## src/rtl/spike_time_encoder.sv

```systemverilog
// -----------------------------------------------------------------------------
// spike_time_encoder
//
// Temporal-code spike generator. It accepts one vector of per-line spike times
// over a valid/ready handshake. Each accepted vector is replayed as
// rising-edge-coded pulses during one gamma cycle of GAMMA_CYCLE_WIDTH slots.
// The block also produces the active-high per-gamma reset that the downstream
// WTA stage expects.
//
// Vectors are double-buffered: one vector plays from the active register while
// the next one waits in the pending register. This lets back-to-back gamma
// cycles run with no idle slot between them.
//
// Ports:
//   clk            single clock
//   rst            synchronous, active-low reset (0 = reset)
//   in_valid       a spike-time vector is offered
//   in_ready       the pending buffer is free, so a vector can be taken
//   in_times       line i spike time at bits [i*TIME_WIDTH +: TIME_WIDTH];
//                  the value GAMMA_CYCLE_WIDTH-1 is the null code (no spike)
//   output_spikes  registered spike lines
//   gamma_slot     current slot index, 0 when idle
//   gamma_rst      active-high reset for the downstream WTA
//   busy           a gamma cycle is in progress
// -----------------------------------------------------------------------------
module spike_time_encoder #(
    parameter int NUM_INPUTS        = 8,
    parameter int GAMMA_CYCLE_WIDTH = 16,
    parameter int PULSE_WIDTH       = 8,
    localparam int TIME_WIDTH       = $clog2(GAMMA_CYCLE_WIDTH)
) (
    input  logic                             clk,
    input  logic                             rst,
    input  logic                             in_valid,
    output logic                             in_ready,
    input  logic [NUM_INPUTS*TIME_WIDTH-1:0] in_times,
    output logic [NUM_INPUTS-1:0]            output_spikes,
    output logic [TIME_WIDTH-1:0]            gamma_slot,
    output logic                             gamma_rst,
    output logic                             busy
);

    // The pulse-end compare is done wide enough that t + PULSE_WIDTH - 1 can
    // never wrap. Because of this, a late pulse is clipped instead of leaking
    // into slot 0 of the next gamma cycle.
    localparam int CMP_WIDTH = TIME_WIDTH + $clog2(PULSE_WIDTH) + 1;

    localparam logic [TIME_WIDTH-1:0] LAST_SLOT  = TIME_WIDTH'(GAMMA_CYCLE_WIDTH - 1);
    localparam logic [CMP_WIDTH-1:0]  TRUNC_SLOT = CMP_WIDTH'(GAMMA_CYCLE_WIDTH - 2);
    localparam logic [CMP_WIDTH-1:0]  PULSE_SPAN = CMP_WIDTH'(PULSE_WIDTH - 1);

    typedef enum logic {
        IDLE = 1'b0,
        RUN  = 1'b1
    } state_t;

    state_t                           state;
    state_t                           state_next;
    logic [TIME_WIDTH-1:0]            slot;
    logic [TIME_WIDTH-1:0]            slot_next;
    logic [NUM_INPUTS*TIME_WIDTH-1:0] active_times;
    logic [NUM_INPUTS*TIME_WIDTH-1:0] active_next;
    logic [NUM_INPUTS*TIME_WIDTH-1:0] pending_times;
    logic                             pending_full;
    logic                             take_pending;
    logic [NUM_INPUTS-1:0]            spikes_next;
    logic                             gamma_rst_next;
    logic [CMP_WIDTH-1:0]             t_wide;
    logic [CMP_WIDTH-1:0]             end_wide;
    logic [CMP_WIDTH-1:0]             s_wide;

    assign in_ready   = !pending_full;
    assign busy       = (state == RUN);
    assign gamma_slot = slot;

    // Next-state logic for the gamma sequencer. A waiting vector is promoted
    // into the active register either when the block is idle, or on the last
    // slot of a running cycle. In the second case the new cycle starts with no
    // gap.
    always_comb begin
        state_next   = state;
        slot_next    = slot;
        active_next  = active_times;
        take_pending = 1'b0;
        case (state)
            IDLE: begin
                slot_next = '0;
                if (pending_full) begin
                    state_next   = RUN;
                    active_next  = pending_times;
                    take_pending = 1'b1;
                end
            end
            RUN: begin
                if (slot == LAST_SLOT) begin
                    slot_next = '0;
                    if (pending_full) begin
                        active_next  = pending_times;
                        take_pending = 1'b1;
                    end else begin
                        state_next = IDLE;
                    end
                end else begin
                    slot_next = slot + 1'b1;
                end
            end
            default: begin
                state_next = IDLE;
                slot_next  = '0;
            end
        endcase
    end

    // Spike and gamma-reset values are computed from the *next* slot and the
    // *next* active vector. The registered outputs then line up exactly with
    // the registered gamma_slot. Pulses are clipped at the second-to-last
    // slot, so every line is low while gamma_rst is high. A null time
    // (GAMMA_CYCLE_WIDTH-1) lies past the clip point and never fires.
    always_comb begin
        spikes_next = '0;
        t_wide      = '0;
        end_wide    = '0;
        s_wide      = CMP_WIDTH'(slot_next);
        for (int i = 0; i < NUM_INPUTS; i++) begin
            t_wide   = CMP_WIDTH'(active_next[i*TIME_WIDTH +: TIME_WIDTH]);
            end_wide = t_wide + PULSE_SPAN;
            if (end_wide > TRUNC_SLOT) begin
                end_wide = TRUNC_SLOT;
            end
            if ((state_next == RUN) && (s_wide >= t_wide) && (s_wide <= end_wide)) begin
                spikes_next[i] = 1'b1;
            end
        end
        gamma_rst_next = (state_next == IDLE) || (slot_next == LAST_SLOT);
    end

    // State, buffers and registered outputs. Reset discards both buffered
    // vectors and forces the idle output pattern on the following cycle, so no
    // partial pulse survives the reset. A transfer is only possible while the
    // pending slot is empty, so a transfer never coincides with a promotion of
    // the pending vector.
    always_ff @(posedge clk) begin
        if (!rst) begin
            state         <= IDLE;
            slot          <= '0;
            active_times  <= '0;
            pending_times <= '0;
            pending_full  <= 1'b0;
            output_spikes <= '0;
            gamma_rst     <= 1'b1;
        end else begin
            state         <= state_next;
            slot          <= slot_next;
            active_times  <= active_next;
            output_spikes <= spikes_next;
            gamma_rst     <= gamma_rst_next;
            if (take_pending) begin
                pending_full <= 1'b0;
            end else if (in_valid && in_ready) begin
                pending_times <= in_times;
                pending_full  <= 1'b1;
            end
        end
    end

endmodule

```

## config.mk

```make
export PLATFORM = sky130hd
export DESIGN_NAME = spike_time_encoder
export DESIGN_NICKNAME = d
export VERILOG_FILES = /design/src/rtl/spike_time_encoder.sv
export SDC_FILE = /design/constraint.sdc
export NUM_CORES = 1
export LEC_CHECK = 0
export CAP_MARGIN = 20
export CORE_UTILIZATION = 45
export CTS_CLUSTER_DIAMETER = 50
export DETAILED_ROUTE_END_ITERATION = 16
export PLACE_DENSITY = 0.74
export REMOVE_ABC_BUFFERS = 1
export SYNTH_ARGS = -nofsm -noshare
export SYNTH_HDL_FRONTEND = slang
export SYNTH_SLANG_ARGS = --single-unit
```

## constraint.sdc

```tcl
create_clock -name clk -period 3.3 [get_ports clk]
set_input_delay 0.99 -clock clk [delete_from_list [all_inputs] [get_ports clk]]
set_output_delay 0.99 -clock clk [all_outputs]
set_load 0.02 [all_outputs]
```

# After elaboration in Yosys (flattened, before gate mapping)
# Cells that the tools add are included.
# classes
bitwise	4
mux	26
order_cmp	24
eq_ne	2
n_reduce_logical	21
add_sub_neg	9
# ops
operator	n
$le A4 B8 Y1	8
$mux W32	2
$pmux W32 S2	1
$add A4 B3 Y5 const B	8
$gt A5 B4 Y1 const B	8
$mux W5	8
$ge A4 B4 Y1	8
$logic_and A1 B1 Y1	17
$mux W1	11
$eq A4 B4 Y1 const B	2
$pmux W4 S2	1
$add A4 B1 Y4 const B	1
$mux W4	1
$not A1 Y1	4
$pmux W1 S2	2
$reduce_and A2 Y1	1
$reduce_or A2 Y1	1
$logic_not A1 Y1	1
$logic_or A1 B1 Y1	1
# totals
output_inout_bits	15
ff_bits	79
in_bits	35

# Logic depth before layout (Yosys ltp)
# Gate-level depths: netlist of run 1.
# depth
depth_word	9
ltp_mapped	14
ltp_nobuf	12

# Least setup slack after synthesis of run 1
# Ideal clock, no wire load.
# synth_timing
kind	reg-to-reg
from	register slot[0] (netlist: gamma_slot[0])
to	register output_spikes[6]
t_arrival_ps	3055
synth_period_minus_slack_ps	3140
path_stages_with_launch	15
path_buffers	2
path_slack_ps	160
path_cell_list	dfxtp_1 > ha_1 > nand3_2 > a21oi_4 > buf_6 > buf_8 > mux2i_1 > ha_1 > and2_1 > ha_1 > nor2b_1 > o21a_1 > o21ai_0 > nand2b_1 > a211oi_1
# synth_between
elab_chain_cells	9
# synth_rtl
element	line	source
start, declared	59	logic [TIME_WIDTH-1:0] slot;
start signal, assigned	153	slot <= slot_next;
$eq A4 B4 Y1	95	if (slot == LAST_SLOT) begin
$mux W32	95	
$pmux W32 S2	85	case (state)
$add A4 B3 Y5	126	end_wide = t_wide + PULSE_SPAN;
$gt A5 B4 Y1	127	if (end_wide > TRUNC_SLOT) begin
$mux W5	127	
$le A4 B8 Y1	130	if ((state_next == RUN) && (s_wide >= t_wide) && (s_wide <= end_wide)) begin
$logic_and A1 B1 Y1 (*)	130	
$mux W1 (*)	130	
end signal, assigned	155	output_spikes <= spikes_next;
end, declared	37	output logic [NUM_INPUTS-1:0] output_spikes,
# Mark *: on every way between the ends. The rest lies on a longest branch, timed or not.
# A chain may end at the register's enable or synchronous reset.

# Worst setup path after layout of run 1
# layout_timing
from	register slot[0] (netlist: gamma_slot[0])
to	register output_spikes[2]
# The elaborated chain is that of the path after synthesis.

==> flow_summary.json, run 1 <==
{
  "wl_met3_um": 373,
  "dp.cells": 694,
  "slew_headroom_pct": 49.8,
  "drive_above_1_share_pct": 8.13,
  "cp_max_fo": 15,
  "syn_area_per_cell_um2": 8.73,
  "firstDrtPassIters": 5,
  "ioPinCount": 50,
  "clk_pin_slew_ns": 0.08,
  "clockBufferDepth": 2,
  "end_kind": "flop",
  "grt-ovfl-total": 0,
  "finalNonFillerCells": 711,
  "grtUsageTotal_pct": 20.7,
  "hold_viol": 0,
  "drt_iter0_drc": 142,
  "hold_ws_ns": 0.457,
  "arrival_ns": 3.32,
  "worst-setup-path-type": "flop to flop",
  "finalSetupViolCount": 0,
  "cp_num_buf_inv": 1,
  "netlist_instances": 516,
  "cp.required_ns": 3.57,
  "cts_buffers": 9,
  "routabilityCongestion": 0.846,
  "met1_length_mm": 4.71,
  "hold_depth": 2,
  "status": "finished clean",
  "ctsHtreeMaxLevel": 3,
  "holdCritStartpoint": "pending_times[26]",
  "rsz0062_at_grt": "no",
  "syn_area_um2": 4500,
  "cts_tree": "done",
  "diodes": 0,
  "grt_max_degree": 69,
  "worstSetupStartpointType": "flop",
  "clock_latency_ns": 0.35,
  "synth_edf_count": 0,
  "fin_crit_sh_pct": 92.5,
  "max_freq_mhz": 327,
  "finClkSkew_ns": 0.00796,
  "initial_utilization_pct": 46.3,
  "rows": 36,
  "grt_pass1_wl_mm": 16.7,
  "viasPerCell": 5.26,
  "worst-r2r-setup-slack_ns": 0.25,
  "ys_warn_count": 0,
  "antenna_found_initial": 0,
  "fp.dieW_um": 102,
  "top_layer_used": "met4",
  "root_buffer": "clkbuf_8",
  "max_cap_viol_count": 0,
  "ys_types": 39,
  "grt_pass1_vias": 3634,
  "drc": 0,
  "synthArstFlopShare_pct": 0,
  "min_period_ns": 3.05,
  "power.density_nw_per_um2": 413,
  "areaGrowthSynthToFinish_pct": 21.7,
  "synth-seq-cells": 79,
  "hold_path_class": "flop to flop",
  "whs_endpoint": "pending_times[26]",
  "antenna_left": 0,
  "p_leak_uw": 0.00240,
  "routed-wl-met2_mm": 4.92,
  "cts_sinks": 79,
  "ir_drop_mv": 0.248,
  "cp_slowest_cell": "dfxtp_1",
  "routed_wl_mm": 10.2,
  "worst_slew_pin_slew_ns": 0.753,
  "dpl.hpwl_mm": 6.86,
  "synthFlopType": "dfxtp_1",
  "core_area_um2": 9730,
  "critPathMostFrequentCell": "ha_1",
  "path_cells": "ha_1 -> nand3_2 -> a21oi_4 -> buf_12 -> mux2i_2 -> ha_1 -> and2_1 -> ha_1 -> nor2b_1 -> o21a_1 -> o21ai_0 -> nand2b_1 -> a211oi_1",
  "crit_family": "adder cells",
  "slew_violations": 0,
  "fp.dieH_um": 102,
  "io_buffers": 49,
  "slowest_delay_ns": 0.43,
  "rr_startpoint": "gamma_slot[0]",
  "yosysSeqAreaShare_pct": 35.1,
  "route.vias.total": 3742,
  "r2r_end": "output_spikes[2]",
  "fp.dieArea_um2": 10400,
  "wl_per_cell_um": 14.4,
  "final_nets": 675,
  "r2r_cells": 13
}
==> where the power goes <==
part	leakage, uW	internal (uW)	switching [uW]
Sequential	0.000645	996	29.8
Clock	0.000118	483	358
Combinational	0.00163	195	204
Total	0.00240	1670	592
==> kinds of logic after synthesis <==
kind of cell | share of synthesized area (%)
AOI/OAI and AO/OA | 13.1
xor gates and xnor gates | 2.33
adders and majority gates | 18.3
buffers and inverters | 3.86
DFF | 35.1
muxes | 8.08
and+or+nand+nor | 19.1
==> cells in the final DEF, fill, tap and decap left out, types with 9 or more instances in the layout <==
cell type,synthesis,layout
dfxtp_1,79,79
nand2_1,76,76
ha_1,66,66
nor2_1,49,49
clkdlybuf4s50_1,0,49
a21oi_1,48,48
mux2i_1,33,28
inv_1,17,17
buf_4,1,14
nand2b_1,13,13
and2_1,12,12
a21o_1,12,12
clkbuf_8,0,12
o21ai_0,11,11
xor2_1,9,9
and3_1,9,9
==> worst max-delay path by stage <==
stage,endpoint,from,slack (ns),depth (start not counted)
final,output_spikes[2],gamma_slot[0],0.25,13
after global routing,output_spikes[6],gamma_slot[0],0.06,13
after CTS,output_spikes[2],gamma_slot[0],0.16,13
after detailed placement,output_spikes[6],gamma_slot[0],0.20,13
after global placement,output_spikes[2],gamma_slot[0],0.36,13
after floorplan,output_spikes[1],gamma_slot[0],-0.28,12
==> sequential cells by signal, indices dropped and copies added (netlist names) <==
| register | count |
|---|---|
| active_times | 32 |
| pending_times | 32 |
| output_spikes | 8 |
| gamma_slot | 4 |
| busy | 1 |
| gamma_rst | 1 |
| pending_full | 1 |
==> what timing repair did <==
action	4_1_cts	5_1_grt
buffers inserted	0	1
hold endpoints to repair	0	0
hold buffers	0	0
resized for setup	0	5
endpoints found under the setup margin	0	4
==> synth_stat cells, types with 3 or more instances <==
| library cell | n | share of area, % |
|---|---|---|
| a211oi_1 | 5 | 0.83 |
| a21o_1 | 12 | 2.0 |
| a21oi_1 | 48 | 5.3 |
| and2_1 | 12 | 1.7 |
| and3_1 | 9 | 1.2 |
| clkbuf_1 | 13 | 1.1 |
| dfxtp_1 | 79 | 35 |
| ha_1 | 66 | 18 |
| inv_1 | 17 | 1.4 |
| mux2_2 | 3 | 0.75 |
| mux2i_1 | 33 | 7.3 |
| nand2_1 | 76 | 6.3 |
| nand2b_1 | 13 | 1.8 |
| nand4_1 | 8 | 1.1 |
| nor2_1 | 49 | 4.1 |
| nor2b_1 | 6 | 0.83 |
| o21a_1 | 6 | 1.0 |
| o21ai_0 | 11 | 1.2 |
| o31ai_1 | 8 | 1.3 |
| or3_1 | 8 | 1.1 |
| xnor2_1 | 3 | 0.58 |
| xor2_1 | 9 | 1.8 |
==> stage by stage <==
stage	power (uW)	util, %	area (um2)	TNS (ns)	setup slack (ns)
after floorplan	1280	-	4400	-1.41	-0.283
after global placement	1420	53.4	5200	0	0.360
after detailed placement	1440	53.4	5200	0	0.198
after CTS	2270	55.8	5430	0	0.158
after global routing	2370	56.3	5480	0	0.0555
final	2270	56.3	5480	0	0.247
==> worst min-delay path: cells and delay by family (launching register included) <==
| kind | cells | cell delay [ns] |
|---|---|---|
| flip-flops | 1 | 0.31 |
| AND/OR/NAND/NOR | 1 | 0.05 |
| AO/OA/AOI/OAI | 1 | 0.05 |
==> area by class of cell <==
class                   instances  area [um2]
repair buffers                 66         661
clock inverters                 3        65.1
fillers                       910        4250
multi-input cells             399        2770
inverters                      19        71.3
flip-flops and latches         79        1580
clock buffers                  12         165
well taps                     133         166
==> layer usage <==
metal | global-route usage (%) | vias to the layer above
li1 | - | 1904
met1 | 25.1 | 1750
met2 | 35.7 | 68
met3 | 3.01 | 20
met4 | 10.1 | 0
met5 | 0 | -
Note: power is estimated with default switching activity, not from simulation.
==> run 2, diff against run 1 <==
Settings changed: CAP_MARGIN 20 to not set, CORE_MARGIN set to 4.
==> flow_summary.json, run 2 (same netlist as run 1, synthesis figures left out) <==
{
  "status": "finished clean",
  "ir_drop_mv": 0.180,
  "finClkSkew_ns": 0.00650,
  "wl_per_cell_um": 14.6,
  "hold_viol": 0,
  "max_cap_viol_count": 0,
  "cts_hold_buf": 0,
  "hold_ws_ns": 0.459,
  "cp.required_ns": 3.57,
  "layout_commonest_cell": "dfxtp_1",
  "clockBufferDepth": 2,
  "grtUsageTotal_pct": 18.2,
  "worst-setup-path-type": "flop to flop",
  "final_cell_mix": "dfxtp_1, nand2_1, ha_1, nor2_1, clkdlybuf4s50_1",
  "top_regs": "active_times (32), pending_times (32), output_spikes (8)",
  "arrival_ns": 3.41,
  "rows": 36,
  "root_buffer": "clkbuf_8",
  "ioPinCount": 50,
  "p_total_uw": 2240,
  "clk_pin_slew_ns": 0.08,
  "initial_utilization_pct": 46.1,
  "p_int_uw": 1660,
  "pwr-share-clk_pct": 36.4,
  "hold_path_class": "flop to flop",
  "cp_num_cells": 13,
  "utilization_pct": 55.7,
  "viasPerCell": 5.26,
  "core_area_um2": 9770,
  "seqPwrFrac_pct": 45.8,
  "worstSetupStartpointType": "flop",
  "cts_tree": "done",
  "grt_pass1_wl_mm": 17.0,
  "slowest_delay_ns": 0.39,
  "power.density_nw_per_um2": 411,
  "fin_crit_sh_pct": 95.4,
  "end_kind": "flop",
  "dpl.hpwl_mm": 7.41,
  "antenna_left": 0,
  "grt_max_degree": 69,
  "combPwrFrac_pct": 17.8,
  "slew_violations": 0,
  "p_leak_uw": 0.00238,
  "worst_slew_pin_slew_ns": 0.789,
  "fp.dieArea_um2": 11700,
  "hold_depth": 2,
  "diodes": 0,
  "final_nets": 673,
  "min_period_ns": 3.15,
  "io_buffers": 49,
  "path_cells": "ha_1 -> nand3_2 -> a21oi_4 -> buf_12 -> mux2i_1 -> ha_1 -> and2_1 -> ha_1 -> nor2b_1 -> o21a_1 -> o21ai_0 -> nand2b_1 -> a211oi_1",
  "swShare_pct": 25.9,
  "cts_buffers": 9,
  "drc": 0,
  "critPathMostFrequentCell": "ha_1",
  "antenna_found_initial": 0,
  "firstDrtPassIters": 4,
  "slew_headroom_pct": 47.3,
  "fp.dieW_um": 108,
  "finalSetupViolCount": 0,
  "clock_latency_ns": 0.35,
  "grt-ovfl-total": 0,
  "cp_num_buf_inv": 1,
  "cp_max_fo": 18,
  "areaGrowthSynthToFinish_pct": 20.9,
  "ctsHtreeMaxLevel": 3,
  "switchingPower_uw": 580,
  "max_freq_mhz": 318,
  "route.vias.total": 3736,
  "cp_slowest_cell": "dfxtp_1",
  "drt_iter0_drc": 116,
  "drive_above_1_share_pct": 7.28,
  "cts_sinks": 79,
  "nFillCells": 930,
  "fp.dieH_um": 108,
  "routed_wl_mm": 10.4,
  "routabilityCongestion": 0.831,
  "grt_pass1_vias": 3626,
  "rsz0062_at_grt": "no",
  "crit_family": "adder cells",
  "r2r_cells": 13
}
run 2: cell types whose count changed in the layout (fill, tap and decap cells not counted), sizes merged:
| cell | change |
|---|---|
| buf | -1 |
run 2: worst register-to-register path: cells and delay by family (launching register included):
family	cells	cell delay, ns
multiplexers	1	0.36
AO/OA/AOI/OAI	4	0.80
adder cells (fa/ha/maj)	3	0.82
buffers and inverters	1	0.21
AND/OR/NAND/NOR	4	0.49
flip-flops	1	0.39
run 2: path summary, 6_finish.rpt:
check / startpoint / slack, ns / to
min: pending_times[2] / 0.46 / pending_times[2]
max reg2reg: gamma_slot[1] / 0.15 / output_spikes[6]
max: gamma_slot[1] / 0.15 / output_spikes[6]
min reg2reg: pending_times[2] / 0.46 / pending_times[2]
run 2: timing repair:
item                                    CTS  global route
endpoints found under the setup margin    0             5
setup buffers                             0             1
resized for setup                         0             3
run 2: final cells by class:
type	count	area [um2]	share of cell area, %
Timing Repair Buffer	64	641	11.8
Tap cell	133	166	3.06
Clock buffer	13	159	2.92
Inverter	19	71.3	1.31
Multi-Input combinational cell	399	2760	50.7
Sequential cell	79	1580	29.1
Clock inverter	3	65.1	1.20
run 2: layer usage:
| layer | track usage [%] | share of wire (%) |
|---|---|---|
| met1 | 22.7 | 46 |
| met3 | 2.51 | 3.3 |
| met2 | 32.7 | 49 |
| met5 | 0 | 0 |
| met4 | 5.50 | 1.6 |
run 2: stage by stage:
stage / instance area (um2) / worst slack [ns] / std cells / setup TNS [ns]
final: 5440 / 0.153 / 710 / 0
after CTS: 5430 / 0.106 / 709 / 0
after floorplan: 4400 / -0.283 / 497 / -1.41
after global placement: 5200 / 0.341 / 693 / 0
after detailed placement: 5200 / 0.128 / 693 / 0
after global routing: 5440 / 0.0150 / 710 / 0
run 2: power by group through the flow:
stage	logic (uW)	registers (uW)	clock network, uW
6_report	399	1030	814
2_1_floorplan	232	1050	0
4_1_cts	400	1030	828
3_5_place_dp	398	1050	0
5_1_grt	447	1030	876
3_3_place_gp	377	1050	0
